--- config.mk ---
export PLATFORM = sky130hd
export DESIGN_NAME = gpio_bank_flat
export DESIGN_NICKNAME = d
export VERILOG_FILES = /design/src/rtl/gpio_bank_if.sv /design/src/rtl/gpio_bank.sv /design/src/flat_wrapper.sv
export SDC_FILE = /design/constraint.sdc
export NUM_CORES = 1
export LEC_CHECK = 0
export CAP_MARGIN = 10
export CORE_ASPECT_RATIO = 2
export CORE_MARGIN = 4
export CORE_UTILIZATION = 40
export DETAILED_ROUTE_END_ITERATION = 8
export GPL_TIMING_DRIVEN = 0
export PLACE_DENSITY = 0.68
export RECOVER_POWER = 25
export SETUP_SLACK_MARGIN = 0.5
export SLEW_MARGIN = 10
export SYNTH_ARGS = -nofsm -noshare
export SYNTH_HDL_FRONTEND = slang
export SYNTH_SLANG_ARGS = --single-unit
--- constraint.sdc ---
create_clock -name clk -period 9.7 [get_ports clk]
set_input_delay 1.94 -clock clk [delete_from_list [all_inputs] [get_ports clk]]
set_output_delay 1.94 -clock clk [all_outputs]
set_load 0.02 [all_outputs]
--- src/rtl/gpio_bank_if.sv ---
// Core-side register access bus for gpio_bank: port select, write strobes and read path.
interface gpio_bank_if #(
  parameter int DATA_WIDTH = 8
);
  logic [1:0]            portSel;
  logic                  wrLatch;
  logic                  wrTris;
  logic                  rdEn;
  logic [DATA_WIDTH-1:0] wrData;
  logic [DATA_WIDTH-1:0] rdData;

  modport master (output portSel, wrLatch, wrTris, rdEn, wrData, input rdData);
  modport slave  (input portSel, wrLatch, wrTris, rdEn, wrData, output rdData);
endinterface

--- src/rtl/gpio_bank.sv ---
// Bank of NUM_PORTS GPIO ports: output latch, TRIS, 2-flop pad sync, registered read.
// Optional change-on-input flags are built only when GPIO_CHANGE_IRQ_EN is defined.

module gpio_bank_port #(
  parameter int PORT_WIDTH = 8
) (
  input  logic                  clk,
  input  logic                  rst,
  input  logic [PORT_WIDTH-1:0] pinIn,
  input  logic                  wrLatch,
  input  logic                  wrTris,
  input  logic [PORT_WIDTH-1:0] wrData,
  output logic [PORT_WIDTH-1:0] latch,
  output logic [PORT_WIDTH-1:0] tris,
  output logic [PORT_WIDTH-1:0] sync2
);
  logic [PORT_WIDTH-1:0] sync1;

  // TRIS resets to all ones so every pad comes up as an input.
  always_ff @(posedge clk or posedge rst) begin
    if (rst) begin
      latch <= '0;
      tris  <= '1;
      sync1 <= '0;
      sync2 <= '0;
    end else begin
      if (wrLatch) latch <= wrData;
      if (wrTris)  tris  <= wrData;
      sync1 <= pinIn;
      sync2 <= sync1;
    end
  end
endmodule

module gpio_bank #(
  parameter int NUM_PORTS  = 3,
  parameter int PORT_WIDTH = 8,
  parameter int DATA_WIDTH = 8
) (
  input  logic                            clk,
  input  logic                            rst,
  gpio_bank_if.slave                      bus,
  input  logic [NUM_PORTS*PORT_WIDTH-1:0] pinIn,
  output logic [NUM_PORTS*PORT_WIDTH-1:0] pinOut,
  output logic [NUM_PORTS*PORT_WIDTH-1:0] pinOe,
  output logic [NUM_PORTS-1:0]            changeIrq
);
  logic [NUM_PORTS-1:0][PORT_WIDTH-1:0] latchArr;
  logic [NUM_PORTS-1:0][PORT_WIDTH-1:0] trisArr;
  logic [NUM_PORTS-1:0][PORT_WIDTH-1:0] sync2Arr;
  logic [NUM_PORTS-1:0]                 hit;
  logic [PORT_WIDTH-1:0]                rdMux;

  // An out-of-range portSel matches no port, so writes drop and reads mux to zero.
  for (genvar p = 0; p < NUM_PORTS; p++) begin : gPort
    assign hit[p] = (int'(bus.portSel) == p);

    gpio_bank_port #(.PORT_WIDTH(PORT_WIDTH)) uPort (
      .clk     (clk),
      .rst     (rst),
      .pinIn   (pinIn[p*PORT_WIDTH +: PORT_WIDTH]),
      .wrLatch (bus.wrLatch && hit[p]),
      .wrTris  (bus.wrTris && hit[p]),
      .wrData  (bus.wrData[PORT_WIDTH-1:0]),
      .latch   (latchArr[p]),
      .tris    (trisArr[p]),
      .sync2   (sync2Arr[p])
    );
  end

  assign pinOut = latchArr;
  assign pinOe  = ~trisArr;

  // Reads see synchronised pad state, never the latch, so RMW reflects the pads.
  always_comb begin
    rdMux = '0;
    for (int p = 0; p < NUM_PORTS; p++)
      if (hit[p]) rdMux = sync2Arr[p];
  end

  always_ff @(posedge clk or posedge rst) begin
    if (rst)            bus.rdData <= '0;
    else if (bus.rdEn)  bus.rdData <= DATA_WIDTH'(rdMux);
  end

`ifdef GPIO_CHANGE_IRQ_EN
  logic [NUM_PORTS-1:0][PORT_WIDTH-1:0] snap;
  logic [NUM_PORTS-1:0]                 irqQ;

  // A read re-arms the port: the clear wins over any mismatch seen in that same cycle.
  always_ff @(posedge clk or posedge rst) begin
    if (rst) begin
      snap <= '0;
      irqQ <= '0;
    end else begin
      for (int p = 0; p < NUM_PORTS; p++) begin
        if (bus.rdEn && hit[p]) begin
          snap[p] <= sync2Arr[p];
          irqQ[p] <= 1'b0;
        end else if (|(trisArr[p] & (sync2Arr[p] ^ snap[p]))) begin
          irqQ[p] <= 1'b1;
        end
      end
    end
  end

  assign changeIrq = irqQ;
`else
  assign changeIrq = '0;
`endif
endmodule

--- src/flat_wrapper.sv ---
// flat-port wrapper written by rule: the top's interface ports become plain ports
module gpio_bank_flat 
#(
  parameter int NUM_PORTS  = 3,
  parameter int PORT_WIDTH = 8,
  parameter int DATA_WIDTH = 8
)
  (clk, rst, pinIn, pinOut, pinOe, changeIrq, bus_portSel, bus_wrLatch, bus_wrTris, bus_rdEn, bus_wrData, bus_rdData);
  gpio_bank_if #(.DATA_WIDTH(DATA_WIDTH)) bus_i ();
  input  logic clk;
  input  logic rst;
  input  logic [NUM_PORTS*PORT_WIDTH-1:0] pinIn;
  output logic [NUM_PORTS*PORT_WIDTH-1:0] pinOut;
  output logic [NUM_PORTS*PORT_WIDTH-1:0] pinOe;
  output logic [NUM_PORTS-1:0] changeIrq;
  input wire logic [$bits(bus_i.portSel)-1:0] bus_portSel;
  input wire logic [$bits(bus_i.wrLatch)-1:0] bus_wrLatch;
  input wire logic [$bits(bus_i.wrTris)-1:0] bus_wrTris;
  input wire logic [$bits(bus_i.rdEn)-1:0] bus_rdEn;
  input wire logic [$bits(bus_i.wrData)-1:0] bus_wrData;
  output wire logic [$bits(bus_i.rdData)-1:0] bus_rdData;
  assign bus_i.portSel = bus_portSel;
  assign bus_i.wrLatch = bus_wrLatch;
  assign bus_i.wrTris = bus_wrTris;
  assign bus_i.rdEn = bus_rdEn;
  assign bus_i.wrData = bus_wrData;
  assign bus_rdData = bus_i.rdData;
  gpio_bank #(.NUM_PORTS(NUM_PORTS), .PORT_WIDTH(PORT_WIDTH), .DATA_WIDTH(DATA_WIDTH)) u_core (.clk(clk), .rst(rst), .bus(bus_i), .pinIn(pinIn), .pinOut(pinOut), .pinOe(pinOe), .changeIrq(changeIrq));
endmodule
Word-level counts from Yosys, hierarchy flattened
Index checks and enable logic that the tools add are counted.
{"block": "classes", "eq_ne": 2, "bitwise_logic": 1, "muxes": 3, "reduce_logical": 7}
{"operator": "2-to-1 mux 8 bit", "n": 3}
{"operator": "NOT 24 bit", "n": 1}
{"operator": "logical AND 1 bit", "n": 6}
{"operator": "== test 2 bit, second input constant", "n": 2}
{"operator": "zero test 2 bit", "n": 1}
{"block": "totals", "regBits": 104, "output_inout_bits": 59, "inputBits": 39, "elab_cells": 26}

Longest topological paths before layout
Gate-level depths: netlist (run 1).
{"block": "logic_depth", "ltp_word": 4, "ltp_mapped": 4, "mapped_depth_nobuf": 2}

Hierarchy
From an unflattened synthesis (run 1), not the netlist that was laid out.
{"block": "hier_totals", "cells_unflattened": 235, "area_unflattened_um2": 3943.8}
{"module": "gpio_bank_port", "seq_area_each_um2": 810.8, "cells_per_inst": 51, "area_per_inst_um2": 1077.3, "instances": 3}
{"module": "gpio_bank", "seq_area_each_um2": 200.2, "cells_per_inst": 82, "area_per_inst_um2": 711.9, "instances": 1}

Worst setup path before layout (run 1)
Ideal clock, no wire load.
{"block": "synth_path", "path_kind": "input port to flip-flop", "from": "input port bus_portSel[1]", "to": "register u_core.gPort[0].uPort.latch[0]", "setup_time_ns": 0.125, "n_path_buf": 0, "t_required_ns": 9.575, "arrival_time_ns": 2.735, "setup_slack_ns": 6.841, "stages": 2, "path_cell_list": "nor3b_2 -> mux2_2"}
{"block": "synth_via", "elab_chain_len": 2}
{"element": "start: declaration", "line": "flat_wrapper.sv:16", "text": "input wire logic [$bits(bus_i.portSel)-1:0] bus_portSel;"}
{"element": "zero test 2 bit", "line": "gpio_bank.sv:56", "text": "assign hit[p] = (int'(bus.portSel) == p);"}
{"element": "logical AND 1 bit", "line": "gpio_bank.sv:62", "text": ".wrLatch (bus.wrLatch && hit[p]),"}
{"element": "end signal: assignment", "line": "gpio_bank.sv:27", "text": "if (wrLatch) latch <= wrData;"}
{"element": "end: declaration", "line": "gpio_bank.sv:13", "text": "output logic [PORT_WIDTH-1:0] latch,"}
No other way between the ends.
A chain may end at the register's enable or synchronous reset.

==> results of run 1 <==
power by group:
group / internal, mW / switching [mW]
Combinational: 0.121 / 0.113
Clock: 0.233 / 0.148
Sequential: 0.499 / 0.0232
Total: 0.853 / 0.284
how the worst min path moves through the flow:
stage | to | slack (ns) | from | cells after the start
after global routing | u_core.gPort[2].uPort.sync2[7] | 0.35 | u_core.gPort[2].uPort.sync1[7] | 0
after detailed placement | u_core.gPort[2].uPort.sync2[1] | 0.33 | u_core.gPort[2].uPort.sync1[1] | 0
after global placement | u_core.gPort[0].uPort.sync2[3] | 0.33 | u_core.gPort[0].uPort.sync1[3] | 0
after floorplan | u_core.gPort[0].uPort.sync2[0] | 0.33 | u_core.gPort[0].uPort.sync1[0] | 0
final | u_core.gPort[2].uPort.sync2[7] | 0.35 | u_core.gPort[2].uPort.sync1[7] | 0
after CTS | u_core.gPort[2].uPort.sync2[1] | 0.35 | u_core.gPort[2].uPort.sync1[1] | 0
synthesized netlist by cell type:
cell type / instances / area, um2
mux2i_1: 8 / 80.08
conb_1: 1 / 3.750
dfrtp_1: 80 / 2002
buf_6: 1 / 11.26
clkbuf_1: 2 / 7.510
dfstp_2: 24 / 630.6
nor3b_2: 2 / 25.02
buf_4: 4 / 30.03
buf_2: 1 / 5.000
nand4b_1: 8 / 70.07
mux2_2: 48 / 540.5
nand2b_1: 1 / 6.260
nand3b_2: 4 / 45.04
inv_1: 33 / 123.9
buf_1: 1 / 3.750
o221ai_1: 8 / 70.07
area by class of cell:
type	count	area, um2
Clock buffer	11	242.7
Multi-Input combinational cell	82	848.3
Tap cell	102	127.6
Timing Repair Buffer	94	958.4
Clock inverter	5	80.08
Sequential cell	104	2633
Fill cell	728	3879
Inverter	33	125.1
Buffer	9	57.56
cells in the final DEF, fill, tap and decap left out:
| cell type | instances |
|---|---|
| buf_1 | 1 |
| buf_16 | 1 |
| buf_2 | 1 |
| buf_4 | 4 |
| buf_6 | 1 |
| bufinv_16 | 2 |
| clkbuf_1 | 3 |
| clkbuf_16 | 9 |
| clkbuf_8 | 1 |
| clkdlybuf4s50_1 | 68 |
| clkinv_2 | 1 |
| clkinvlp_2 | 1 |
| clkinvlp_4 | 2 |
| conb_1 | 3 |
| dfrtp_1 | 80 |
| dfstp_2 | 24 |
| dlygate4sd3_1 | 25 |
| inv_1 | 32 |
| mux2_2 | 48 |
| mux2i_1 | 8 |
| nand2b_1 | 1 |
| nand3b_2 | 4 |
| nand4b_1 | 8 |
| nor3b_2 | 2 |
| o221ai_1 | 8 |
registers in the layout, indices dropped and copies added, names as in the netlist:
name and count:
u_core.gPort.uPort.sync2 24, u_core.bus.rdData 8, u_core.gPort.uPort.tris 24, u_core.gPort.uPort.latch 24, u_core.gPort.uPort.sync1 24
per-layer routing:
| layer | global-route usage [%] | vias to the layer above |
|---|---|---|
| met4 | 9.401 | 0 |
| met1 | 15.72 | 1052 |
| met5 | 0 | - |
| met2 | 26.08 | 69 |
| met3 | 5.285 | 17 |
| li1 | - | 965 |
per-stage QoR:
stage	util (%)	setup slack [ns]
after floorplan	-	5.068
after detailed placement	53.08	5.934
after CTS	56.68	6.254
after global placement	52.74	3.757
final	56.67	6.102
after global routing	56.67	5.741
cells by family (layout without fill, tap and decap cells):
kind of cell | Yosys count | count (layout) | synth area share, %
AO/OA/AOI/OAI | 8 | 8 | 1.917
buffers and inverters | 42 | 152 | 4.964
flip-flops | 104 | 104 | 72.03
multiplexers | 56 | 56 | 16.98
other | 1 | 3 | 0.1026
AND/OR/NAND/NOR | 15 | 15 | 4.005
==> impl_metrics.toml, run 1 <==
[setup_path]
crit_type = "in -> async"
crit_fanout = 49
slowest_stage = "clkinvlp_2"
critPathCaptureType = "asynchronous set/reset pin"
worstSetupEndpoint = "u_core.gPort[1].uPort.latch[2]"
timing.critical_path.from = "rst"
worstReg2RegStart = "u_core.gPort[1].uPort.sync2[4]"
reg2reg_to = "u_core.bus.rdData[4]"
cp_data_required_time_ns = 9.85
path_cells = "dlygate4sd3_1, clkinvlp_2"
path_delay_family = "buffers and inverters"
worstSetupStartpointType = "primary input"
cp_slowest_stage_delay_ns = 1.22
cp.arrival_ns = 3.75
cp_num_cells = 2
r2r_cells = 2
crit_buf_inv = 2
rrSetupSlack_ns = 8.89

[sta]
tightest_slew_ns = 2.121
fmax_mhz = 278.0
fin_crit_sh_pct = 37.09
slew-limit-headroom_pct = -42.17
hold_violations = 0
rsz0062_at_grt = "no"
holdWs_ns = 0.3480
finalSetupViolCount = 0
fin_crit_ns = 3.598
setup_tns_ns = 0
maxSlewViolCount = 49
finalClockSkew_ns = 0.002609

[floorplanning]
fp.dieW_um = 75.59
coreArea_um2 = 8951
die_area_um2 = 10820
fp.dieH_um = 143.2
start_util_pct = 40.83
ios = 98
rows = 49

[worst_hold_path]
hold_path.class = "reg -> reg"

[logic_synthesis]
syn-cell-area_um2 = 3655
synth_warnings = 0
synth-seq-area-share_pct = 72.03
ys_types = 16
syn_avg_cell_area_um2 = 16.17
ys_seq_elements = 104
syn-instance-count = 226

[detailed_routing]
drt_iter0_markers = 110
route.met2.wl_um = 4195
detail_route.wl_per_cell_um = 17.07
drt-met1-wl_um = 2531
firstDrtPassIters = 4
wl_met3_um = 521
ant_nets = 0
via_count = 2103
viasPerCell = 4.780
topRoutingLayerUsed = "met4"
wirelength_um = 7512
drc = 0

[final_layout]
n_antenna_cell = 0
final_cell_area_um2 = 5072
area_growth_pct = 38.79
drive_gt1_share_pct = 29.88
stdcell_count = 440
finalNetCount = 372

[run_status]
failed_checks = "capacitance limit, slew limit"
status = "finished, violations left"

[flow_run]
drv_cap = 1

[global_routing]
track_usage_pct = 15.43
antenna_found_initial = 0
grt_pass1_wl_um = 11960
grt_pass1_vias = 2304
grt_max_degree = 57
grt_overflow = 0

[cts]
cts_hold_buf = 0
cts_made_buffers = 9
cts_sinks = 104
clock-root-buffer = "clkbuf_16"
clkSlewWorstSetupHoldPaths_ns = 0.06
h-tree-depth = 3
cts_buffer_depth = 2
post_cts_buffers = 0
post_cts_resized = 0
cts_tree = "done"
clkLatencyLatePin_ns = 0.34

[placement]
io_buffers = 93
gp_congestion = 0.7358
dp.final_hpwl_um = 5638
dpl_cell_area_um2 = 4751
placed_cells = 424

[power_and_ir_drop]
p_leak_nw = 2.225
ir_worst_vdd_mv = 0.1537
power.density_nw_per_um2 = 224.2
power.total_mw = 1.137
Power figures use the tool's default switching activity.
==> inputs of run 2 (changes only) <==
Clock period 9.7 ns to 3.58 ns, I/O delays scaled along.
==> impl_metrics.toml, run 2 (synthesized netlist as in run 1, its figures left out) <==
[detailed_routing]
firstDrtPassIters = 4
wirelength_um = 7413
via_count = 2040
drt_iter0_markers = 77
viasPerCell = 4.626
detail_route.wl_per_cell_um = 16.81
ant_nets = 0
drc = 0

[final_layout]
n_antenna_cell = 0
area_growth_pct = 38.48
multi_input_area_um2 = 848.3
mostFrequentLayoutCell = "dfrtp_1"
finalNetCount = 373
register_area_um2 = 2633
layout_common_cells = "80 x dfrtp_1, 68 x clkdlybuf4s50_1, 48 x mux2_2, 32 x inv_1, 25 x dlygate4sd3_1"
stdcell_count = 441
n_fill_cell = 747
drive_gt1_share_pct = 29.79

[worst_hold_path]
hold_path.class = "reg -> reg"

[setup_path]
worstSetupStartpointType = "primary input"
slowest_stage = "nor3b_2"
cp.arrival_ns = 2.41
critPathCaptureType = "flip-flop"
cp_slowest_stage_delay_ns = 0.75
crit_fanout = 8
path_cells = "clkdlybuf4s50_1, nor3b_2, mux2_2"
crit_type = "in -> reg"
path_delay_family = "simple AND/OR/NAND/NOR gates"
cp_data_required_time_ns = 3.80
crit_buf_inv = 1

[cts]
post_cts_resized = 0
cts_hold_buf = 0
cts_sinks = 104
h-tree-depth = 3
cts_tree = "done"
clock-root-buffer = "clkbuf_16"
cts_made_buffers = 9
post_cts_buffers = 0
cts_buffer_depth = 2
clkLatencyLatePin_ns = 0.33
clkSlewWorstSetupHoldPaths_ns = 0.07

[global_routing]
grt_max_degree = 42
top_usage_layer = "met2"
track_usage_pct = 15.06
grt_pass1_vias = 2294
grt_use_met2_pct = 25.63
grt_overflow = 0
use_met1_pct = 15.99
grt_pass1_wl_um = 11850
use_met3_pct = 5.779
antenna_found_initial = 0

[sta]
fin_crit_sh_pct = 61.21
fin_crit_ns = 2.191
fin_ws_ns = 1.389
fmax_mhz = 456.4
finalSetupViolCount = 0
finalClockSkew_ns = 0.003229
slew-limit-headroom_pct = 24.52
tightest_slew_ns = 1.126
rsz0062_at_grt = "no"
setup_tns_ns = 0
hold_violations = 0
maxSlewViolCount = 0

[placement]
pre_cts_ws_ns = 0.9927
gp_congestion = 0.7665
io_buffers = 93
dp.final_hpwl_um = 5493
placed_cells = 425

[power_and_ir_drop]
p_int_mw = 2.246
clkPwrFrac_pct = 31.9
p_comb_share_pct = 21.1
power.total_mw = 3.013
power_frac_seq_pct = 46.9
ir_worst_vdd_mv = 0.3575
p_leak_nw = 2.226
power_switching_mw = 0.7662
power.density_nw_per_um2 = 595.3
p_sw_share_pct = 25.43

[floorplanning]
rows = 49
fp.dieH_um = 143.2
start_util_pct = 40.83
ios = 98
fp.dieW_um = 75.59
die_area_um2 = 10820
coreArea_um2 = 8951

[flow_run]
drv_cap = 0

[run_status]
status = "complete, no violations"
[run 2: cell count changes in the layout (fill, tap and decap cells not counted), sizes merged]
cell	previous run	this run
inv	32	33
clkinv	1	2
bufinv	2	1
clkinvlp	3	1
clkbuf	13	14
buf	8	9
[run 2: metal layers]
layer  wire [um]  up-vias
met5           0        -
met4         193        0
met3         563       14
met2        4009       66
met1        2646      997
li1            -      963
[run 2: worst paths after layout]
| kind | from | end | slack [ns] | cells past startpoint |
|---|---|---|---|---|
| setup reg to reg | u_core.gPort[1].uPort.sync2[6] | u_core.bus.rdData[6] | 2.79 | 2 |
| hold / removal | u_core.gPort[2].uPort.sync1[3] | u_core.gPort[2].uPort.sync2[3] | 0.35 | 0 |
| hold reg to reg | u_core.gPort[2].uPort.sync1[3] | u_core.gPort[2].uPort.sync2[3] | 0.35 | 0 |
| min in group asynchronous | rst | u_core.gPort[0].uPort.sync1[0] | 1.06 | 2 |
| setup / recovery | bus_portSel[1] | u_core.gPort[0].uPort.latch[2] | 1.39 | 3 |
| max in group asynchronous | rst | u_core.gPort[2].uPort.tris[2] | 1.75 | 3 |
[run 2: area by class of cell]
type                    instances  share of cell area, %
inverters                      33                  2.472
repair buffers                 95                  19.18
well taps                     102                  2.522
clock buffers                  12                  4.870
clock inverters                 4                  1.038
plain buffers                   9                  1.137
flip-flops and latches        104                  52.01
multi-input cells              82                  16.76
[run 2: power by group through the flow]
stage	clock [mW]	combinational, mW	sequential [mW]
after floorplan	0	0.245	1.50
after global placement	0	0.637	1.43
after detailed placement	0	0.651	1.44
after CTS	0.997	0.655	1.42
after global routing	1.05	0.683	1.43
final	0.962	0.637	1.41
[run 2: metrics by stage]
step / hold WS [ns] / instance area (um2) / util, %
final: 0.3459 / 5061 / 56.54
after global routing: 0.3525 / 5061 / 56.54
after detailed placement: 0.3347 / 4765 / 53.23
after CTS: 0.3482 / 5064 / 56.57
after global placement: 0.3335 / 4725 / 52.78
after floorplan: 0.3312 / 3666 / -
